$ cat src/rtl/regfile_multiport.sv
// Parametrised PE register file: one synchronous write port and NUM_RD registered read
// ports, with optional write-to-read bypass and optional hardwired-zero register 0.
module regfile_multiport #(
  parameter int DATA_W   = 32,
  parameter int ADDR_W   = 5,
  parameter int NUM_RD   = 2,
  parameter int BYPASS   = 1,
  parameter int ZERO_REG = 1
) (
  input  logic                     clk,
  input  logic                     rst,
  input  logic [NUM_RD-1:0]        rd_en,
  input  logic [NUM_RD*ADDR_W-1:0] rd_addr,
  output logic [NUM_RD*DATA_W-1:0] rd_data,
  output logic [NUM_RD-1:0]        rd_valid,
  input  logic                     wr_en,
  input  logic [ADDR_W-1:0]        wr_addr,
  input  logic [DATA_W-1:0]        wr_data
);

  localparam int DEPTH = 2 ** ADDR_W;

  logic [DATA_W-1:0] mem     [DEPTH];
  logic [DATA_W-1:0] rd_next [NUM_RD];
  logic              wr_live;

  // A write to register 0 is dropped entirely when it is hardwired to zero, which also
  // keeps it from being forwarded to a same-cycle read.
  assign wr_live = wr_en && !((ZERO_REG != 0) && (wr_addr == '0));

  always_ff @(posedge clk) begin
    if (rst) begin
      // NOTE: every entry is cleared on reset, so this array maps to flops rather than a RAM macro.
      for (int i = 0; i < DEPTH; i++) begin
        mem[i] <= '0;
      end
    end else if (wr_live) begin
      // NOTE: sequential state uses non-blocking assignments so every reader sees pre-edge values.
      mem[wr_addr] <= wr_data;
    end
  end

  always_comb begin
    for (int p = 0; p < NUM_RD; p++) begin
      // NOTE: each rd_next entry gets its default first, so no path can infer a latch.
      rd_next[p] = mem[rd_addr[p*ADDR_W +: ADDR_W]];
      if ((BYPASS != 0) && wr_live && (wr_addr == rd_addr[p*ADDR_W +: ADDR_W])) begin
        rd_next[p] = wr_data;
      end
      if ((ZERO_REG != 0) && (rd_addr[p*ADDR_W +: ADDR_W] == '0)) begin
        rd_next[p] = '0;
      end
    end
  end

  // Idle ports hold their last data; only the valid pulse drops.
  always_ff @(posedge clk) begin
    if (rst) begin
      rd_data  <= '0;
      rd_valid <= '0;
    end else begin
      rd_valid <= rd_en;
      for (int p = 0; p < NUM_RD; p++) begin
        if (rd_en[p]) begin
          rd_data[p*DATA_W +: DATA_W] <= rd_next[p];
        end
      end
    end
  end

endmodule

$ cat config.mk
export PLATFORM = sky130hd
export DESIGN_NAME = regfile_multiport
export DESIGN_NICKNAME = d
export VERILOG_FILES = /design/src/rtl/regfile_multiport.sv
export SDC_FILE = /design/constraint.sdc
export NUM_CORES = 2
export LEC_CHECK = 0
export CORE_ASPECT_RATIO = 1.2
export CORE_UTILIZATION = 57
export CTS_CLUSTER_SIZE = 28
export DETAILED_ROUTE_END_ITERATION = 7
export GPL_ROUTABILITY_DRIVEN = 0
export PLACE_DENSITY = 0.77
export SYNTH_ARGS = -nofsm -noshare
export SYNTH_HDL_FRONTEND = slang
export SYNTH_SLANG_ARGS = --single-unit
$ cat constraint.sdc
create_clock -name clk -period 4.05 [get_ports clk]
set_clock_uncertainty 0.2 [all_clocks]
set_input_delay 0.405 -clock clk [delete_from_list [all_inputs] [get_ports clk]]
set_output_delay 0.405 -clock clk [all_outputs]
set_load 0.02 [all_outputs]
### Yosys cells after proc, flatten, opt, wreduce, memory -nomap -nowiden

Memory sizes are Yosys's and may differ from the RTL's.
Cells that the tools add are included.

* equality and inequality tests: 2
* multiplexer cells: 12
* reductions and logical operators: 8

Operator list (count)
* 32-bit 2-to-1 mux: 5
* 32-bit OR reduction: 1
* 5-bit logical NOT: 3
* 5-bit == test: 2
* 1-bit 2-to-1 mux: 6
* 5-bit 2-to-1 mux: 1
* 1-bit logical AND: 3
* 1-bit logical NOT: 1

* flip-flop bits (word level): 66
* bits in writable memories: 1024
* input bits: 52
* output and inout port bits: 66
* logic and storage cells: 26
* memories kept: 1

Memory list
* mem: depth 32, width 32, rd ports 2, clocked after Yosys merged registers in 0, wr ports 32, line 23 `logic [DATA_W-1:0] mem [DEPTH];`

### Depth between registers and ports, before layout

* word-level depth: 8
* gate-level depth with buffers: 9
* mapped depth without buffers: 5

### Worst setup path after synthesis

OpenSTA, ideal clock, no wires.

* path type: input -> register
* from: input port wr_addr[3]
* to: memory mem[12][0], enable pin
* setup time: 0.466 ns
* data arrival time: 3.555 ns
* required time: 3.384 ns
* setup slack: -0.171 ns
* stages: 6
* buffers on the path: 3
* cells stage by stage: buf_2 or3_1 buf_4 nand4bb_1 clkbuf_1 o21ai_0

RTL lines
* start: declaration: line 17 `input logic [ADDR_W-1:0] wr_addr,`
* end: declaration: line 23

### Worst setup path after layout

* from: input port wr_addr[3]
* to: register rd_data[48]

* longest elaborated chain between the ends: 6
* elaborated cells on any way between the ends: 7
* those cells by class: 1 x eq/ne; 2 x mux; 4 x reduce/logical

RTL lines
* 5-bit logical NOT: line 29 `assign wr_live = wr_en && !((ZERO_REG != 0) && (wr_addr == '0));`
* 1-bit logical NOT: line 29
* 1-bit logical AND: line 29
* 1-bit logical AND *: line 47 `if ((BYPASS != 0) && wr_live && (wr_addr == rd_addr[p*ADDR_W +: ADDR_W])) begin`
* 32-bit 2-to-1 mux *: line 47
* 32-bit 2-to-1 mux *: line 50 `if ((ZERO_REG != 0) && (rd_addr[p*ADDR_W +: ADDR_W] == '0)) begin`
* end signal: indexed assignment: line 65 `rd_data[p*DATA_W +: DATA_W] <= rd_next[p];`
* end: declaration: line 14 `output logic [NUM_RD*DATA_W-1:0] rd_data,`

Every way passes the cells marked *; elsewhere a longest branch is shown, timed or not.
A chain may end at the register's enable or synchronous reset.

==> run_results.csv <==
group,metric,value,unit
status,outcome,"completed",
drt,antenna_left,0,
sta,finalHoldViolCount,0,
worst_setup_path,r2r_cells,5,
grt,grt_antenna_before_repair,15,
finish,drive_gt1_frac,0.1878,
worst_setup_path,crit_path_end_kind,"flop",
logic_synthesis,syn_area_per_cell,13.85,um2
grt,grt_usage,0.3426,
power_and_ir_drop,vdd_drop_max,297.7,uV
clocking,htreeDepth,3,
clocking,clk_latency,0.69,ns
worst_setup_path,crit_path_top_delay_cell,"clkdlybuf4s50_1",
job,max-cap-violations,0,
sta,fin_crit_sh,0.8001,
hold_path,hp-start,"rst",
hold_path,hold_path_end,"rd_valid[0]",
drt,viasPerCell,6.896,
clocking,numCtsBuffers,102,
logic_synthesis,async_flop_share,0,
clocking,postCtsResizedCells,0,
clocking,cts_tree,"done",
floorplanning,pin_count,118,
finish,final_cells,5530,
worst_setup_path,r2r_end,"rd_data[14]",
floorplanning,die_h,348.7,um
sta,rsz0062_at_grt,"false",
sta,relSlewSlack,0.1315,
sta,setup_viol,0,
drt,drc_errors,0,
sta,layout_min_cycle_time,3.240,ns
worst_setup_path,crit_arrival,3.68,ns
logic_synthesis,postSynthCellCount,4123,
worst_setup_path,cp-start-kind,"input port",
place,dpl_worst_slack,0.2488,ns
worst_setup_path,crit_buf_inv,2,
logic_synthesis,ys_warn_count,0,
power_and_ir_drop,switching_share,0.2493,
finish,finalInstanceArea,64350,um2
logic_synthesis,synth_cell_types,43,
floorplanning,rows,126,
logic_synthesis,syn_area,57110,um2
sta,setup_ws,0.8095,ns
finish,fin_nets,4211,
clocking,clkTransAtPathRegs,0.06,ns
floorplanning,core,98850,um2
worst_setup_path,cp_common_cell,"or3_1",
power_and_ir_drop,power,26500,uW
logic_synthesis,yosysSeqAreaShare,0.5616,
floorplanning,die_area,101500,um2
clocking,clock-root-buffer,"clkbuf_16",
clocking,clock-sinks,1090,
power_and_ir_drop,cellLeakagePower,0.02295,uW
power_and_ir_drop,pwr-share-seq,0.504,
hold_path,hold_path.class,"input port to flop",
worst_setup_path,cpPeakStageDelay,0.76,ns
drt,drt_iter0_markers,5720,
worst_setup_path,r2r_slack,1.72,ns
sta,clock.fmax,0.3086,GHz
place,portBuffers,117,
grt,grt-ovfl-total,0,
logic_synthesis,synth_edf_count,1024,
clocking,cts-hold-fix-buffers,0,
power_and_ir_drop,internal_power,19900,uW
floorplanning,die-width,291.0,um
grt,grt_pass1_wl,252.6,mm
power_and_ir_drop,switchingPower,6608,uW
place,dpl_cell_area,60870,um2
worst_setup_path,crit_fanout,32,
drt,vias,38140,
place,dp_cells,5335,
sta,whs,0.2940,ns
power_and_ir_drop,combPwrFrac,0.121,
sta,maxSlewViolCount,0,
sta,worst_pin_slew,1.299,ns
finish,area_growth,12.67,%
drt,drtPass1Iterations,6,
hold_path,hold-path-cell-count,3,
drt,routedWlPerCell,31.40,um
worst_setup_path,cp.required,4.49,ns
worst_setup_path,cpLargestDelayFamily,"compound AO/OA/AOI/OAI gates",
power_and_ir_drop,power_frac_clock,0.376,
logic_synthesis,synth-main-ff-cell,"edfxtp_1",
worst_setup_path,crit_chain,"clkdlybuf4s50_1 -> or3_1 -> o31ai_2 -> o311ai_4 -> buf_4 -> a21oi_1 -> or3_1",
clocking,post-cts-setup-buffers,0,
grt,grt_pass1_vias,38000,
floorplanning,initial_core_util,0.5777,
logic_synthesis,synth-seq-cells,1090,
place,dp_hpwl,109.6,mm
grt,grt_start_max_net_pins,67,
worst_setup_path,r2r_start,"mem[0][14]",
worst_setup_path,critPathKind,"input port to flop",
drt,finalWirelength,173.7,mm
clocking,clockBufferDepth,3,
power_and_ir_drop,powerDensity,411.9,nW/um2
worst max-delay path by stage:
stage | start | end | slack (ns) | cells after the start
2_1_floorplan | wr_addr[3] | mem[12][0] | -0.17 | 6
3_3_place_gp | wr_addr[3] | rd_data[48] | 0.27 | 7
3_5_place_dp | wr_addr[3] | rd_data[48] | 0.25 | 7
4_1_cts | wr_addr[3] | rd_data[48] | 0.95 | 7
5_1_grt | wr_addr[3] | rd_data[48] | 0.80 | 7
6_report | wr_addr[3] | rd_data[48] | 0.81 | 7
cell usage in the layout (no fill, tap or decap), drive strengths merged, types with 2 or more instances in the layout:
| cell type | instances |
|---|---|
| nor2 | 69 |
| nor2b | 69 |
| clkinvlp | 8 |
| inv | 8 |
| a22oi | 227 |
| mux2i | 392 |
| clkbuf | 149 |
| clkinv | 26 |
| a221o | 32 |
| nand2 | 5 |
| a21oi | 130 |
| clkdlybuf4s50 | 109 |
| o311ai | 2 |
| nand3 | 4 |
| conb | 32 |
| o31ai | 3 |
| a22o | 32 |
| mux4 | 316 |
| nand3b | 6 |
| bufinv | 5 |
| and2 | 1028 |
| a211oi | 62 |
| xnor2 | 10 |
| or3b | 2 |
| o21ai | 64 |
| a221oi | 64 |
| dfxtp | 66 |
| nor3 | 33 |
| or3 | 33 |
| nand2b | 2 |
| edfxtp | 1024 |
| buf | 229 |
power groups by stage:
stage          sequential (uW)  combinational (uW)  clock (uW)
6_report                 13300                3200        9960
3_5_place_dp             13600                3120           0
5_1_grt                  13400                3310       10400
3_3_place_gp             13500                3090           0
4_1_cts                  13300                3140        9960
2_1_floorplan            13500                1860           0
cells in the mapped netlist (64+ instances only):
cell type  number  share of area
a21oi_1       130          0.011
a221oi_1       64         0.0098
a22oi_1       227          0.030
and2_1       1028           0.11
buf_2          89         0.0078
clkbuf_1      298          0.020
dfxtp_1        66          0.023
edfxtp_1     1024           0.54
mux2i_1       392          0.069
mux4_2        316           0.12
nor2_1         69         0.0045
nor2b_1        69         0.0076
metal layers:
metal  share of wire  vias to the layer above  GRT usage
met5          0.0010                        -          0
met4           0.043                       20     0.1404
met3            0.13                      499    0.08001
met2            0.47                     2760     0.5523
met1            0.35                    19100     0.4498
li1                -                    15750          -
per-stage QoR:
step,TNS (ns),util
global placement,0,0.6158
CTS,0,0.6509
floorplan,-109.04,-
detailed placement,0,0.6158
finish,0,0.6510
global route,0,0.6509
cell families (layout without fill, tap and decap cells):
family / count (synthesis) / in the layout / synth area share
AO/OA/AOI/OAI: 618 / 618 / 0.07679
XOR/XNOR: 10 / 10 / 0.001534
buffers and inverters: 439 / 534 / 0.03251
flip-flops: 1090 / 1090 / 0.5616
multiplexers: 708 / 708 / 0.1933
other: 1 / 33 / 0.00006566
AND/OR/NAND/NOR: 1257 / 1257 / 0.1342
flip-flops by register name, indices dropped and copies added (netlist names):
signal    count
rd_valid      2
mem        1024
rd_data      64
worst reg2reg max path: stages, from the launching register on:
cell      delay (ns)
edfxtp_1        0.39
mux4_2          0.46
nor2b_1         0.16
a211oi_1        0.54
nor3_1          0.15
a221o_1         0.32
layout make-up:
class                      instances  area, um2
timing repair buffer             338       3342
clock inverter                    45      390.4
tap                             1280       1602
sequential                      1090      32070
antenna                            1      2.502
fill                            6863      34500
inverter                           2      7.507
multi-input combinational       2625      23850
clock buffer                     149       3079
(Power assumes the default switching activity.)
